--- src/rtl/pc_unit_ras_pkg.sv ---
// rtl/pc_unit_ras_pkg.sv - shared encodings and defaults for the fetch PC unit
package pc_unit_ras_pkg;

  typedef enum logic [1:0] {
    PC_SRC_SEQ = 2'b00,
    PC_SRC_JMP = 2'b01,
    PC_SRC_BR  = 2'b10,
    PC_SRC_RET = 2'b11
  } pc_src_e;

  localparam int DEF_ADDR_W      = 16;
  localparam int DEF_INSTR_BYTES = 2;
  localparam int DEF_RAS_DEPTH   = 4;

  function automatic int ras_cnt_w(input int depth);
    return $clog2(depth) + 1;
  endfunction

endpackage

--- src/rtl/pc_unit_ras_if.sv ---
// rtl/pc_unit_ras_if.sv - redirect control and status bundle for the fetch PC unit
interface pc_unit_ras_if
  import pc_unit_ras_pkg::*;
#(
  parameter int ADDR_W = DEF_ADDR_W,
  parameter int CNT_W  = ras_cnt_w(DEF_RAS_DEPTH)
);
  logic              stall;
  pc_src_e           pc_src;
  logic [ADDR_W-1:0] j_target;
  logic [ADDR_W-1:0] i_target;
  logic [ADDR_W-1:0] ret_addr_ext;
  logic              call;
  logic [ADDR_W-1:0] link_addr;
  logic [ADDR_W-1:0] pc;
  logic [ADDR_W-1:0] pc_next;
  logic [CNT_W-1:0]  ras_count;
  logic              ras_empty;
  logic              ras_full;
  logic              ras_overflow;
  logic              ras_underflow;
  logic              align_fault;

  modport master (
    output stall, pc_src, j_target, i_target, ret_addr_ext, call, link_addr,
    input  pc, pc_next, ras_count, ras_empty, ras_full,
           ras_overflow, ras_underflow, align_fault
  );

  modport slave (
    input  stall, pc_src, j_target, i_target, ret_addr_ext, call, link_addr,
    output pc, pc_next, ras_count, ras_empty, ras_full,
           ras_overflow, ras_underflow, align_fault
  );

endinterface

--- src/rtl/pc_unit_ras_stack.sv ---
// rtl/pc_unit_ras_stack.sv - circular return-address stack; a push when full drops the oldest entry
module pc_unit_ras_stack #(
  parameter int DEPTH = 4,
  parameter int W     = 16
) (
  input  logic                     clk,
  input  logic                     reset,
  input  logic                     push,
  input  logic                     pop,
  input  logic [W-1:0]             din,
  output logic [W-1:0]             top,
  output logic [$clog2(DEPTH):0]   count,
  output logic                     empty,
  output logic                     full,
  output logic                     overflow
);
  localparam int PTR_W = $clog2(DEPTH);
  localparam int CNT_W = PTR_W + 1;

  logic [W-1:0]     mem [DEPTH];
  logic [PTR_W-1:0] ptr;
  logic [CNT_W-1:0] cnt;

  assign top      = mem[ptr];
  assign count    = cnt;
  assign empty    = (cnt == '0);
  assign full     = (cnt == CNT_W'(DEPTH));
  assign overflow = push && full;

  // ptr always names the top slot; wrap-around overwrites the oldest entry
  always_ff @(posedge clk or posedge reset) begin
    if (reset) begin
      ptr <= '0;
      cnt <= '0;
    end else if (push) begin
      ptr <= ptr + PTR_W'(1);
      if (!full) cnt <= cnt + CNT_W'(1);
    end else if (pop && !empty) begin
      ptr <= ptr - PTR_W'(1);
      cnt <= cnt - CNT_W'(1);
    end
  end

  always_ff @(posedge clk) begin
    if (push) mem[ptr + PTR_W'(1)] <= din;
  end

endmodule

--- src/rtl/pc_unit_ras.sv ---
// rtl/pc_unit_ras.sv - fetch program counter with stall, target alignment check and optional RAS
module pc_unit_ras
  import pc_unit_ras_pkg::*;
#(
  parameter int                ADDR_W      = DEF_ADDR_W,
  parameter int                INSTR_BYTES = DEF_INSTR_BYTES,
  parameter logic [ADDR_W-1:0] RESET_PC    = '0,
  parameter bit                USE_RAS     = 1'b1,
  parameter int                RAS_DEPTH   = DEF_RAS_DEPTH
) (
  input  logic        clk,
  input  logic        reset,
  pc_unit_ras_if.slave bus
);
  localparam int                CNT_W      = ras_cnt_w(RAS_DEPTH);
  localparam logic [ADDR_W-1:0] STEP       = ADDR_W'(INSTR_BYTES);
  localparam logic [ADDR_W-1:0] ALIGN_MASK = ~ADDR_W'(INSTR_BYTES - 1);

  logic [ADDR_W-1:0] pc_q;
  logic [ADDR_W-1:0] pc_next;
  logic [ADDR_W-1:0] raw_target;
  logic [ADDR_W-1:0] ras_top;
  logic [CNT_W-1:0]  ras_count;
  logic              ras_empty;
  logic              ras_full;
  logic              ras_ovf_hit;
  logic              ras_hit;
  logic              push;
  logic              pop;
  logic              ovf_d;
  logic              unf_d;
  logic              flt_d;
  logic              ovf_q;
  logic              unf_q;
  logic              flt_q;

  always_comb begin
    ras_hit    = USE_RAS && !ras_empty;
    raw_target = bus.j_target;
    case (bus.pc_src)
      PC_SRC_JMP: raw_target = bus.j_target;
      PC_SRC_BR:  raw_target = bus.i_target;
      PC_SRC_RET: raw_target = ras_hit ? ras_top : bus.ret_addr_ext;
      default:    raw_target = bus.j_target;
    endcase
  end

  always_comb begin
    pc_next = pc_q;
    push    = 1'b0;
    pop     = 1'b0;
    ovf_d   = 1'b0;
    unf_d   = 1'b0;
    flt_d   = 1'b0;
    if (!bus.stall) begin
      if (bus.pc_src == PC_SRC_SEQ) begin
        pc_next = pc_q + STEP;
      end else begin
        pc_next = raw_target & ALIGN_MASK;
        flt_d   = |(raw_target & ~ALIGN_MASK);
      end
      push  = (bus.pc_src == PC_SRC_JMP) && bus.call;
      pop   = (bus.pc_src == PC_SRC_RET) && ras_hit;
      ovf_d = push && ras_ovf_hit;
      unf_d = USE_RAS && (bus.pc_src == PC_SRC_RET) && ras_empty;
    end
  end

  generate
    if (USE_RAS) begin : g_ras
      pc_unit_ras_stack #(.DEPTH(RAS_DEPTH), .W(ADDR_W)) u_ras (
        .clk      (clk),
        .reset    (reset),
        .push     (push),
        .pop      (pop),
        .din      (bus.link_addr),
        .top      (ras_top),
        .count    (ras_count),
        .empty    (ras_empty),
        .full     (ras_full),
        .overflow (ras_ovf_hit)
      );
    end else begin : g_no_ras
      assign ras_top     = '0;
      assign ras_count   = '0;
      assign ras_empty   = 1'b1;
      assign ras_full    = 1'b0;
      assign ras_ovf_hit = 1'b0;
    end
  endgenerate

  // pc_next already holds pc_q during stall, so the register loads every edge
  always_ff @(posedge clk or posedge reset) begin
    if (reset) begin
      pc_q  <= RESET_PC;
      ovf_q <= 1'b0;
      unf_q <= 1'b0;
      flt_q <= 1'b0;
    end else begin
      pc_q  <= pc_next;
      ovf_q <= ovf_d;
      unf_q <= unf_d;
      flt_q <= flt_d;
    end
  end

  assign bus.pc            = pc_q;
  assign bus.pc_next       = pc_next;
  assign bus.ras_count     = ras_count;
  assign bus.ras_empty     = ras_empty;
  assign bus.ras_full      = ras_full;
  assign bus.ras_overflow  = ovf_q;
  assign bus.ras_underflow = unf_q;
  assign bus.align_fault   = flt_q;

endmodule

--- src/flat_wrapper.sv ---
// flat-port wrapper written by rule: the top's interface ports become plain ports
module pc_unit_ras_flat import pc_unit_ras_pkg::*;
#(
  parameter int                ADDR_W      = DEF_ADDR_W,
  parameter int                INSTR_BYTES = DEF_INSTR_BYTES,
  parameter logic [ADDR_W-1:0] RESET_PC    = '0,
  parameter bit                USE_RAS     = 1'b1,
  parameter int                RAS_DEPTH   = DEF_RAS_DEPTH
)
  (clk, reset, bus_stall, bus_pc_src, bus_j_target, bus_i_target, bus_ret_addr_ext, bus_call, bus_link_addr, bus_pc, bus_pc_next, bus_ras_count, bus_ras_empty, bus_ras_full, bus_ras_overflow, bus_ras_underflow, bus_align_fault);
  pc_unit_ras_if #(.ADDR_W(ADDR_W), .CNT_W((3))) bus_i ();
  input  logic clk;
  input  logic reset;
  input wire logic [$bits(bus_i.stall)-1:0] bus_stall;
  input wire logic [$bits(bus_i.pc_src)-1:0] bus_pc_src;
  input wire logic [$bits(bus_i.j_target)-1:0] bus_j_target;
  input wire logic [$bits(bus_i.i_target)-1:0] bus_i_target;
  input wire logic [$bits(bus_i.ret_addr_ext)-1:0] bus_ret_addr_ext;
  input wire logic [$bits(bus_i.call)-1:0] bus_call;
  input wire logic [$bits(bus_i.link_addr)-1:0] bus_link_addr;
  output wire logic [$bits(bus_i.pc)-1:0] bus_pc;
  output wire logic [$bits(bus_i.pc_next)-1:0] bus_pc_next;
  output wire logic [$bits(bus_i.ras_count)-1:0] bus_ras_count;
  output wire logic [$bits(bus_i.ras_empty)-1:0] bus_ras_empty;
  output wire logic [$bits(bus_i.ras_full)-1:0] bus_ras_full;
  output wire logic [$bits(bus_i.ras_overflow)-1:0] bus_ras_overflow;
  output wire logic [$bits(bus_i.ras_underflow)-1:0] bus_ras_underflow;
  output wire logic [$bits(bus_i.align_fault)-1:0] bus_align_fault;
  assign bus_i.stall = bus_stall;
  assign bus_i.pc_src = bus_pc_src;
  assign bus_i.j_target = bus_j_target;
  assign bus_i.i_target = bus_i_target;
  assign bus_i.ret_addr_ext = bus_ret_addr_ext;
  assign bus_i.call = bus_call;
  assign bus_i.link_addr = bus_link_addr;
  assign bus_pc = bus_i.pc;
  assign bus_pc_next = bus_i.pc_next;
  assign bus_ras_count = bus_i.ras_count;
  assign bus_ras_empty = bus_i.ras_empty;
  assign bus_ras_full = bus_i.ras_full;
  assign bus_ras_overflow = bus_i.ras_overflow;
  assign bus_ras_underflow = bus_i.ras_underflow;
  assign bus_align_fault = bus_i.align_fault;
  pc_unit_ras #(.ADDR_W(ADDR_W), .INSTR_BYTES(INSTR_BYTES), .RESET_PC(RESET_PC), .USE_RAS(USE_RAS), .RAS_DEPTH(RAS_DEPTH)) u_core (.clk(clk), .reset(reset), .bus(bus_i));
endmodule
--- config.mk ---
export PLATFORM = sky130hd
export DESIGN_NAME = pc_unit_ras_flat
export DESIGN_NICKNAME = d
export VERILOG_FILES = /design/src/rtl/pc_unit_ras_pkg.sv /design/src/rtl/pc_unit_ras_if.sv /design/src/rtl/pc_unit_ras_stack.sv /design/src/rtl/pc_unit_ras.sv /design/src/flat_wrapper.sv
export SDC_FILE = /design/constraint.sdc
export NUM_CORES = 1
export LEC_CHECK = 0
export ABC_AREA = 1
export ABC_CLOCK_PERIOD_IN_PS = 4700
export CELL_PAD_IN_SITES_DETAIL_PLACEMENT = 1
export CELL_PAD_IN_SITES_GLOBAL_PLACEMENT = 1
export CORE_ASPECT_RATIO = 1.25
export CORE_UTILIZATION = 25
export DETAILED_ROUTE_END_ITERATION = 16
export GPL_ROUTABILITY_DRIVEN = 0
export PLACE_DENSITY_LB_ADDON = 0.1
export SYNTH_ARGS = -nofsm -noshare
export SYNTH_HDL_FRONTEND = slang
export SYNTH_SLANG_ARGS = --single-unit
--- constraint.sdc ---
create_clock -name clk -period 4.7 [get_ports clk]
set_input_delay 1.41 -clock clk [delete_from_list [all_inputs] [get_ports clk]]
set_output_delay 1.41 -clock clk [all_outputs]
set_load 0.005 [all_outputs]
==> results of run 1 <==
[per-layer routing]
layer	track usage [%]	up-vias	routed length [um]
li1	-	1961	-
met1	20.7	1914	6630
met2	29.4	72	7620
met3	2.73	9	483
met4	4.65	0	159
met5	0	-	0
[final cells by class]
type	count	area, um2
multi-input combinational	371	1740
timing repair buffer	145	1370
fill	2065	11300
clock buffer	9	225
tap	224	280
inverter	41	156
sequential	88	2520
clock inverter	7	71.3
[worst max-delay path, delay by kind of cell]
| kind | cells | cell delay [ns] |
|---|---|---|
| buffers and inverters | 4 | 1.50 |
| and+or+nand+nor | 2 | 0.24 |
[worst min-delay path by stage]
stage | endpoint | slack [ns] | cells after the start
finish | u_core.bus.pc[0] | 0.52 | 2
global route | u_core.bus.pc[0] | 0.56 | 2
CTS | u_core.bus.pc[0] | 0.52 | 2
detailed placement | u_core.bus.pc[0] | 0.51 | 2
global placement | u_core.bus.pc[0] | 0.50 | 2
floorplan | u_core.g_ras.u_ras.count[2] | 0.51 | 2
[per-stage QoR]
stage | hold slack (ns) | setup TNS [ns] | setup slack [ns] | area, um2 | utilization, %
finish | 0.515 | 0 | 0.141 | 6360 | 36.1
CTS | 0.521 | 0 | 0.0442 | 6370 | 36.1
floorplan | 0.513 | 0 | 1.04 | 4540 | -
global route | 0.564 | 0 | 0.0550 | 6360 | 36.1
detailed placement | 0.509 | -2.87 | -0.250 | 6060 | 34.4
global placement | 0.499 | -2.44 | -0.242 | 6060 | 34.4
[layout by cell type, fill, tap and decap left out, types with 9 or more instances in the layout]
cell type,count
nand2_1,162
a21oi_1,14
dfrtp_1,24
nand3_1,32
nor2_1,87
edfxtp_1,64
o21ai_0,24
clkbuf_16,9
buf_4,34
clkdlybuf4s50_1,107
inv_1,34
[sequential cells by signal (all words and copies together) (netlist names)]
signal / flops
u_core.bus.ras_overflow: 1
u_core.g_ras.u_ras.count: 3
u_core.bus.align_fault: 1
u_core.g_ras.u_ras.mem: 64
u_core.bus.ras_underflow: 1
u_core.g_ras.u_ras.ptr: 2
u_core.bus.pc: 16
[kinds of logic after synthesis]
logic type	share of synthesized area (%)
compound gates	6.81
flops	55.6
xor+xnor	1.32
buf+inv	6.15
simple gates	28.3
fa+ha+maj	1.82
[timing repair]
| item | CTS | global route |
|---|---|---|
| pin swaps | 0 | 0 |
| hold buffers | 0 | 0 |
| gates resized for setup | 5 | 4 |
| setup endpoints to repair | 16 | 12 |
| setup buffers | 1 | 0 |
[power by group through the flow]
stage | clock [uW] | sequential (uW) | combinational, uW
after global placement | 0 | 1010 | 1010
after global routing | 781 | 1010 | 1120
after detailed placement | 0 | 1010 | 1020
after floorplan | 0 | 992 | 555
final | 726 | 994 | 998
after CTS | 752 | 995 | 1030
==> flow_summary.toml, run 1 <==
[critical_path]
criticalPathCategory = "input pin to output port"
worstSetupEndpoint = "bus_pc_next[13]"
cp_data_arrival_time_ns = 3.15
crit_chain = "clkdlybuf4s50_1, inv_2, buf_4, nor2_1, nor2_1, clkdlybuf4s50_1"
required_ns = 3.29
timing.rr.end = "u_core.bus.pc[13]"
max_stage_delay_ns = 0.55
r2r_cells = 10
endpoint_kind = "output port"
r2r-start = "u_core.bus.pc[1]"
start_kind = "input pin"
worst_path_max_delay_cell = "clkdlybuf4s50_1"
path_max_fanout = 16
rrSetupSlack_ns = 2.89
crit_start = "bus_stall"

[power_and_ir_drop]
power.density_nw_per_um2 = 427
internal_power_uw = 1710
power.leakage_uw = 0.00264
finalPower_uw = 2720
ir_drop_uv = 151
power_frac_clock_pct = 26.7
combPwrFrac_pct = 36.7
seqPwrFrac_pct = 36.6
swShare_pct = 37.2
p_switching_uw = 1010

[sta]
fin_skew_ns = 0.00629
layout_min_cycle_time_ns = 4.56
fmax_ghz = 0.219
slew_viol_final = 0
relSlewSlack_pct = 30.7
fin_crit_sh_pct = 97.0
worst_pin_slew_ns = 1.04
grt_setup_unrepaired = "false"
hold_violations = 0
finalSetupViolCount = 0

[route]
ant_nets = 0
drc = 0
vias = 3956
dr.pass1.iters = 6
drt-total-wl_um = 14900
drt-wirelength-per-cell_um = 16.8
via_per_inst = 4.47
drtIter0Drc = 181

[synth]
postSynthCellCount = 518
synth_cell_types = 33
synth.top_cells.by_count = "162 x nand2_1, 87 x nor2_1, 64 x edfxtp_1"
yosys.area.top_type = "edfxtp_1"
yosys.cell_count.top_type = "nand2_1"
synth.top_cell.area_share_pct = 42.4
yosysSeqAreaShare_pct = 55.6
ys_async_sr_fraction_pct = 27.3
synth-seq-cells = 88
yosysWarnings = 0
syn_area_um2 = 4540
synth-edff-count = 64
synth_area_leaders = "edfxtp_1 42%, nand2_1 13%, dfrtp_1 13%, nor2_1 7.2%, nand3_1 3.5%"
syn_nets = 594
synth_ff_type = "edfxtp_1"
synth_area_per_cell_um2 = 8.76

[die]
die_h_um = 153
dieArea_um2 = 18700
core.rowCount = 54
fp.dieW_um = 122
pin_count = 110
core_um2 = 17600
start_util_pct = 25.7

[hold_path]
hp-start = "u_core.bus.pc[0]"
holdCritPathClass = "register to register"

[clock_tree]
clk_pin_slew_worst_paths_ns = 0.07
tritoncts = "built"
cts_buffers = 9
cts-htree-levels = 3
insertion_delay_ns = 0.35
clock-sinks = 88
clockBufferDepth = 2
cts-root-buf = "clkbuf_16"

[global_route]
overflow = 0
track_usage_pct = 16.7
antenna_found_initial = 0
first_global_vias = 4169
grt_pass1_wl_um = 23400
grt_max_degree = 36

[finish]
antenna_cells = 0
nets = 732
instances_no_fill = 885
drive_gt1_share_pct = 12.0
areaGrowthSynthToFinish_pct = 40.2

[placement]
port_buffers = 109
dpl.cell_count = 868
dp_hpwl_um = 11200

[flow_run]
cap_violations = 0

[status]
status = "finished, final reports clean"
Power figures use the tool's default switching activity.
==> run 2, diff against run 1 <==
--- a/config.mk
+++ b/config.mk
@@ -11,9 +11,11 @@
 export CELL_PAD_IN_SITES_GLOBAL_PLACEMENT = 1
 export CORE_ASPECT_RATIO = 1.25
 export CORE_UTILIZATION = 25
+export CTS_CLUSTER_SIZE = 8
 export DETAILED_ROUTE_END_ITERATION = 16
 export GPL_ROUTABILITY_DRIVEN = 0
 export PLACE_DENSITY_LB_ADDON = 0.1
 export SYNTH_ARGS = -nofsm -noshare
 export SYNTH_HDL_FRONTEND = slang
 export SYNTH_SLANG_ARGS = --single-unit
+export TNS_END_PERCENT = 10
==> results of run 2 <==
Final layout, timing and power as in run 1 (identical DEF).
